===== src/rtl/mux_stream_arb.sv =====
// mux_stream_arb
//   Registered N-channel stream multiplexer with a valid/ready handshake.
//   One input channel is granted per cycle. The grant comes either from an
//   external select or from a round-robin search. The granted word goes
//   through a single output register that feeds one downstream consumer.
//
// Parameters
//   NCH   number of input channels (>= 1)
//   DW    data width per channel
//   SELW  channel-index width, derived from NCH; do not override
//
// Ports
//   clk        rising-edge clock
//   rst_n      asynchronous reset, active low
//   mode       0 = external select, 1 = round-robin
//   sel        channel index used when mode = 0
//   in_valid   per-channel valid
//   in_data    channel i occupies bits [i*DW +: DW]
//   in_ready   per-channel ready, one-hot or zero, combinational
//   out_valid  output word valid
//   out_data   output word
//   out_ch     source channel of out_data
//   out_ready  downstream ready
//   xfer_cnt   16-bit count of output handshakes, wraps; present only
//              when MUX_XFER_CNT_EN is defined
//
// Optional feature macro: MUX_XFER_CNT_EN

module mux_stream_arb #(
  parameter int NCH  = 4,
  parameter int DW   = 8,
  parameter int SELW = (NCH > 1) ? $clog2(NCH) : 1
) (
  input  logic              clk,
  input  logic              rst_n,
  input  logic              mode,
  input  logic [SELW-1:0]   sel,
  input  logic [NCH-1:0]    in_valid,
  input  logic [NCH*DW-1:0] in_data,
  output logic [NCH-1:0]    in_ready,
  output logic              out_valid,
  output logic [DW-1:0]     out_data,
  output logic [SELW-1:0]   out_ch,
  input  logic              out_ready
`ifdef MUX_XFER_CNT_EN
  ,
  output logic [15:0]       xfer_cnt
`endif
);

  // One spare bit so that rr_ptr + offset can be formed without overflow
  // before the modulo-NCH fold.
  localparam int SW1 = SELW + 1;

  logic            out_valid_reg;
  logic [DW-1:0]   out_data_reg;
  logic [SELW-1:0] out_ch_reg;
  logic [SELW-1:0] rr_ptr_reg;

  logic            load_en;
  logic            gnt_any;
  logic [SELW-1:0] gnt_idx;
  logic [SW1-1:0]  cand;
  logic [NCH-1:0]  grant;
  logic [DW-1:0]   ch_data [NCH];

  // While reset is held, no input may be accepted. Gating the load
  // enable here forces every in_ready low.
  assign load_en = rst_n && (!out_valid_reg || out_ready);

  genvar gi;
  generate
    for (gi = 0; gi < NCH; gi++) begin : g_ch
      assign ch_data[gi]  = in_data[gi*DW +: DW];
      assign grant[gi]    = gnt_any && (gnt_idx == SELW'(gi));
      assign in_ready[gi] = load_en && grant[gi];
    end
  endgenerate

  // Grant selection. With a single channel, both mode and sel are ignored.
  // In round-robin mode, the search begins at rr_ptr and the first valid
  // channel in cyclic order wins.
  always_comb begin
    gnt_any = 1'b0;
    gnt_idx = '0;
    cand    = '0;
    if (NCH == 1) begin
      gnt_any = in_valid[0];
    end else if (!mode) begin
      if ({1'b0, sel} < SW1'(NCH)) begin
        gnt_any = in_valid[sel];
        gnt_idx = sel;
      end
    end else begin
      for (int k = 0; k < NCH; k++) begin
        cand = {1'b0, rr_ptr_reg} + SW1'(k);
        // Both rr_ptr and k are below NCH, so one subtraction gives mod NCH.
        if (cand >= SW1'(NCH)) begin
          cand = cand - SW1'(NCH);
        end
        if (!gnt_any && in_valid[cand[SELW-1:0]]) begin
          gnt_any = 1'b1;
          gnt_idx = cand[SELW-1:0];
        end
      end
    end
  end

  // Output register and round-robin pointer. When the slot is free and
  // nothing is granted, the register empties. The old data and channel
  // are kept so that out_data and out_ch do not toggle for no reason.
  always_ff @(posedge clk or negedge rst_n) begin
    if (!rst_n) begin
      out_valid_reg <= 1'b0;
      out_data_reg  <= '0;
      out_ch_reg    <= '0;
      rr_ptr_reg    <= '0;
    end else if (load_en) begin
      if (gnt_any) begin
        out_valid_reg <= 1'b1;
        out_data_reg  <= ch_data[gnt_idx];
        out_ch_reg    <= gnt_idx;
        if (mode && (NCH > 1)) begin
          rr_ptr_reg <= (gnt_idx == SELW'(NCH - 1)) ? '0 : gnt_idx + 1'b1;
        end
      end else begin
        out_valid_reg <= 1'b0;
      end
    end
  end

  assign out_valid = out_valid_reg;
  assign out_data  = out_data_reg;
  assign out_ch    = out_ch_reg;

`ifdef MUX_XFER_CNT_EN
  logic [15:0] xfer_cnt_reg;

  // This counter wraps from 16'hFFFF to 0 by natural overflow.
  always_ff @(posedge clk or negedge rst_n) begin
    if (!rst_n) begin
      xfer_cnt_reg <= '0;
    end else if (out_valid_reg && out_ready) begin
      xfer_cnt_reg <= xfer_cnt_reg + 16'd1;
    end
  end

  assign xfer_cnt = xfer_cnt_reg;
`endif

endmodule

===== config.mk =====
export PLATFORM = sky130hd
export DESIGN_NAME = mux_stream_arb
export DESIGN_NICKNAME = d
export VERILOG_FILES = /design/src/rtl/mux_stream_arb.sv
export SDC_FILE = /design/constraint.sdc
export NUM_CORES = 1
export LEC_CHECK = 0
export CAP_MARGIN = 20
export CORE_MARGIN = 1.5
export CORE_UTILIZATION = 36
export CTS_CLUSTER_DIAMETER = 120
export DETAILED_ROUTE_END_ITERATION = 10
export GPL_TIMING_DRIVEN = 0
export PLACE_DENSITY = 0.79
export SLEW_MARGIN = 20
export SYNTH_ARGS = -nofsm -noshare
export SYNTH_HDL_FRONTEND = slang
export SYNTH_SLANG_ARGS = --single-unit

===== constraint.sdc =====
create_clock -name clk -period 2.2 [get_ports clk]
set_input_delay 0.22 -clock clk [delete_from_list [all_inputs] [get_ports clk]]
set_output_delay 0.22 -clock clk [all_outputs]
set_load 0.03 [all_outputs]

Yosys cells after proc, flatten, opt, wreduce, memory -nomap -nowiden
Cells that the tools add are included.
- reductions and logical operators: 20
- equal/unequal tests: 3
- $add $sub $neg: 8
- magnitude comparators: 10
- bitwise logic cells: 1
- muxes and demuxes: 36
- operator list (operator ; count):
    $mux W2 ; 14
    $bmux W8 S2 ; 1
    $mux W8 ; 2
    $lt A2 B3 Y1 const B ; 5
    $mux W1 ; 14
    $ge A3 B3 Y1 const B ; 4
    $logic_and A1 B1 Y1 ; 12
    $bmux W1 S2 ; 5
    $sub A2 B1 Y2 const B ; 4
    $add A2 B2 Y3 const B ; 2
    $eq A2 B2 Y1 const B ; 2
    $logic_not A1 Y1 ; 4
    $add A2 B1 Y3 const B ; 1
    $ge A2 B3 Y1 const B ; 1
    $not A2 Y3 ; 1
    $reduce_and A3 Y1 ; 1
    $add A2 B1 Y2 const B ; 1
    $eq A2 B1 Y1 const B ; 1
    $logic_not A2 Y1 ; 1
    $reduce_and A2 Y1 ; 1
    $logic_or A1 B1 Y1 ; 1
- bits in registers: 13
- output and inout bits: 15
- logic and storage cells: 82
- input port bits: 42

Longest topological paths before layout
- depth in word-level cells: 23
- depth in mapped cells: 9
- gate-level depth less buffers: 7

Worst setup path after synthesis
OpenSTA, ideal clock, no wires.
- path kind: register to output
- from: reg out_valid_reg (netlist: out_valid)
- to: out in_ready[1]
- arrival: 1.616 ns
- path buffers: 1
- cell stages (with the launch flop): 7
- slack: 0.364 ns
- cells stage by stage: dfrtp_1 -> inv_1 -> o21ai_0 -> a211oi_4 -> nand2b_1 -> buf_2 -> nor2_1
- cells in the longest elaborated chain, start to end: 4
- ends and longest elaborated chain (what ; RTL line ; RTL):
    start: declaration ; 55 ; logic out_valid_reg;
    start signal: assignment ; 114 ; out_valid_reg <= 1'b0;
    start signal: assignment ; 120 ; out_valid_reg <= 1'b1;
    start signal: assignment ; 127 ; out_valid_reg <= 1'b0;
    $logic_not A1 Y1 ; 69 ; assign load_en = rst_n && (!out_valid_reg || out_ready);
    $logic_or A1 B1 Y1 ; 69 ;
    $logic_and A1 B1 Y1 ; 69 ;
    $logic_and A1 B1 Y1 ; 76 ; assign in_ready[gi] = load_en && grant[gi];
    end: declaration ; 40 ; output logic [NCH-1:0] in_ready,
Every way passes these cells.

Worst setup path in the final report
- from: reg rr_ptr_reg[1]
- to: out in_ready[3]
- cells in the longest elaborated chain, start to end: 22
- elaborated cells on any way between the ends: 49
- ends and longest elaborated chain (what ; RTL line ; RTL):
    start: declaration ; 58 ; logic [SELW-1:0] rr_ptr_reg;
    start signal: assignment ; 124 ; rr_ptr_reg <= (gnt_idx == SELW'(NCH - 1)) ? '0 : gnt_idx + 1'b1;
    $ge A2 B3 Y1 or $sub A2 B1 Y2 (tied branches) ; 98, 99 ;
    $mux W2 ; 98 ; if (cand >= SW1'(NCH)) begin
    $mux W2 ; 89 ; end else if (!mode) begin
    $bmux W1 S2 ; 101 ; if (!gnt_any && in_valid[cand[SELW-1:0]]) begin
    $mux W1 (implied by the code) ; 101 ;
    $mux W1 ; 101 ;
    $mux W1 ; 89 ;
    $logic_not A1 Y1 ; 101 ;
    (+6 left out) ; -- ;
    $mux W1 ; 89 ;
    $logic_not A1 Y1 ; 101 ;
    $logic_and A1 B1 Y1 ; 101 ;
    $mux W2 ; 101 ;
    $mux W2 ; 89 ;
    $eq A2 B2 Y1 ; 75 ; assign grant[gi] = gnt_any && (gnt_idx == SELW'(gi));
    $logic_and A1 B1 Y1 * ; 75 ;
    $logic_and A1 B1 Y1 * ; 76 ;
Mark *: on every way between the ends. The rest lies on a longest branch, timed or not. The select of a mux whose other input is x is not followed.

==> flow_metrics.env <==
export IMPL_final_hold_viol_count=0
export IMPL_end_kind="output pin"
export IMPL_period_share_pct=95.32
export IMPL_area_growth_pct=73.05
export IMPL_fillers=205
export IMPL_power_leakage_uw=0.0007585
export IMPL_htree_levels=1
export IMPL_ys_warn_count=0
export IMPL_pre_cts_slack_ns=-0.8889
export IMPL_synth_cell_type_count=27
export IMPL_drt_total_wl_mm=2.684
export IMPL_multi_input_comb_area_um2=554.3
export IMPL_timing_final_max_slew_violations=0
export IMPL_seq_area_um2=325.3
export IMPL_grt_first_pass_wirelength_mm=4.002
export IMPL_cts_path_max_buffers=2
export IMPL_tritoncts="built"
export IMPL_final_setup_viol_count=0
export IMPL_ys_seq_area_share_pct=35.57
export IMPL_vias_per_cell=5.261
export IMPL_outcome="completed"
export IMPL_synth_edff_count=0
export IMPL_dpl_cell_count=176
export IMPL_required_ns=1.98
export IMPL_crit_type="flip-flop to output pin"
export IMPL_synth_seq_cells=13
export IMPL_dieArea_um2=2852
export IMPL_worstPathMaxFanout=10
export IMPL_syn_area_um2=914.6
export IMPL_final_util_pct=65.07
export IMPL_grt_max_degree=14
export IMPL_crit_path_max_incr_delay_ns=0.41
export IMPL_first_global_vias=897
export IMPL_clkTransAtPathRegs_ns=0.08
export IMPL_first_iter_violations=11
export IMPL_io_pins=57
export IMPL_antenna_left=0
export IMPL_synth_nets=134
export IMPL_synthFlopType="dfrtp_1"
export IMPL_async_reset_ff_share_pct=100.0
export IMPL_die_h_um=53.41
export IMPL_overflow=0
export IMPL_relSlewSlack_pct=57.76
export IMPL_skew_ns=0.004544
export IMPL_start_util_pct=37.60
export IMPL_cts_made_buffers=3
export IMPL_crit_arrival_ns=1.88
export IMPL_cts_sinks=13
export IMPL_start_kind="flip-flop"
export IMPL_rsz0062_at_grt="false"
export IMPL_clk_latency_ns=0.27
export IMPL_path_cells="inv_1, o211ai_1, o311a_1, buf_6, inv_1, ha_1, and2_4, buf_6"
export IMPL_hpwl_mm=2.014
export IMPL_slowest_stage="dfrtp_1"
export IMPL_avgSynthCellArea_um2=10.05
export IMPL_gr_usage_all_layers_pct=19.64
export IMPL_avgRoutedWirePerCell_um=14.59
export IMPL_maxCapViolCount=0
export IMPL_instances_no_fill=184
export IMPL_final_nets=198
export IMPL_synthCells=91
export IMPL_hold_path_class="primary input to flip-flop"
export IMPL_drive_above_1_share_pct=14.94
export IMPL_worst_slew_pin_slew_ns=0.6315
export IMPL_diodes=0
export IMPL_period_minus_slack_ns=2.097
export IMPL_numPortBuffers=55
export IMPL_core_area_um2=2432
export IMPL_root_buffer="clkbuf_4"
export IMPL_die_width_um=53.41
export IMPL_first_pass_iters=4
export IMPL_rows=18
export IMPL_ir_worst_vdd_uv=592.9
export IMPL_setup_ws_ns=0.1029
export IMPL_gp_congestion=0.7863
export IMPL_vias=968
export IMPL_largest_register_ffs=8
export IMPL_power_density_nw_per_um2=823.3
export IMPL_max_freq_mhz=476.8
export IMPL_drc_errors=0
export IMPL_r2r_setup_slack_ns=0.40
export IMPL_antenna_found_initial=0
-- logic make-up after synthesis --
group,synth area share [%]
and+or+nand+nor,13.96
buffers and inverters,5.334
AOI/OAI and AO/OA,21.07
DFF,35.57
muxes,22.71
adders and majority gates,1.368
-- power breakdown --
group | internal [uW] | switching [uW] | leakage (uW)
sequential | 328 | 53.9 | 0.000157
clock | 70.0 | 75.6 | 0.0000150
combinational | 375 | 401 | 0.000586
-- timing repair --
action	in CTS	in global routing
hold endpoints to repair	13	0
setup buffers	0	3
pin swaps	2	4
hold buffers	1	0
setup endpoints to repair	5	3
gates resized for setup	29	11
-- layout make-up --
type,count,area share [%]
plain buffers,5,2.688
well taps,30,2.372
inverters,5,1.186
flip-flops and latches,13,20.55
clock buffers,4,1.660
multi-input cells,68,35.02
repair buffers,59,36.52
-- cell usage after synthesis (all sizes together) (2+ instances only) --
master	count	area share, %
dfrtp	13	36
nand2	16	6.6
nor2b	2	1.4
buf	5	3.3
nor2	4	1.9
inv	5	2.1
o221ai	8	7.7
mux2i	17	19
nand2b	3	2.1
o211ai	2	1.6
o21ai	2	1.1
-- placed cells by master, fill, tap and decap left out, types with 2 or more instances in the layout --
| cell type | netlist | final |
|---|---|---|
| clkbuf_4 | 0 | 3 |
| buf_4 | 2 | 6 |
| nor2_1 | 3 | 3 |
| o211ai_1 | 2 | 2 |
| nor2b_1 | 2 | 2 |
| nand2b_1 | 3 | 3 |
| mux2i_1 | 17 | 17 |
| o221ai_1 | 8 | 8 |
| dlymetal6s2s_1 | 0 | 3 |
| buf_2 | 3 | 3 |
| buf_6 | 0 | 3 |
| nand2_1 | 16 | 16 |
| inv_1 | 5 | 5 |
| dfrtp_1 | 13 | 13 |
| dlygate4sd2_1 | 0 | 2 |
| clkdlybuf4s50_1 | 0 | 45 |
-- through the flow --
step	hold WS (ns)	TNS, ns	instance area (um^2)	total power, uW
final	0.3716	0	1583	1303
after global routing	0.3917	0	1583	1379
after CTS	0.3689	-0.008155	1544	1280
after detailed placement	0.4781	-5.552	1503	1127
after global placement	0.4622	-5.397	1503	1106
after floorplan	-0.07559	0	914.6	819.5
-- path summary, 6_finish.rpt --
| path | start | end | cells past startpoint |
|---|---|---|---|
| max in group asynchronous | rst_n | out_data[2] | 2 |
| min in group asynchronous | rst_n | out_data[3] | 2 |
| setup / recovery | rr_ptr_reg[1] | in_ready[3] | 8 |
| setup reg to reg | rr_ptr_reg[1] | out_data[3] | 7 |
| hold / removal | rst_n | out_valid | 4 |
| hold reg to reg | out_data[2] | out_data[2] | 2 |
-- per-layer routing --
metal  wire length [um]  share of wire (%)  vias to the layer above  track usage (%)
li1                   -                  -                      461                -
met1               1132                 42                      451            23.52
met2               1288                 48                       54            34.77
met3                250                9.3                        2            3.955
met4                 12               0.45                        0            5.983
met5                  0                  0                        -                0
-- critical path: cells and delay by family, from the launching register on --
family | cells | cell delay (ns)
DFF | 1 | 0.41
AOI/OAI and AO/OA | 2 | 0.47
and+or+nand+nor | 1 | 0.15
buffers and inverters | 4 | 0.43
adders and majority gates | 1 | 0.15
(Power assumes the default switching activity.)
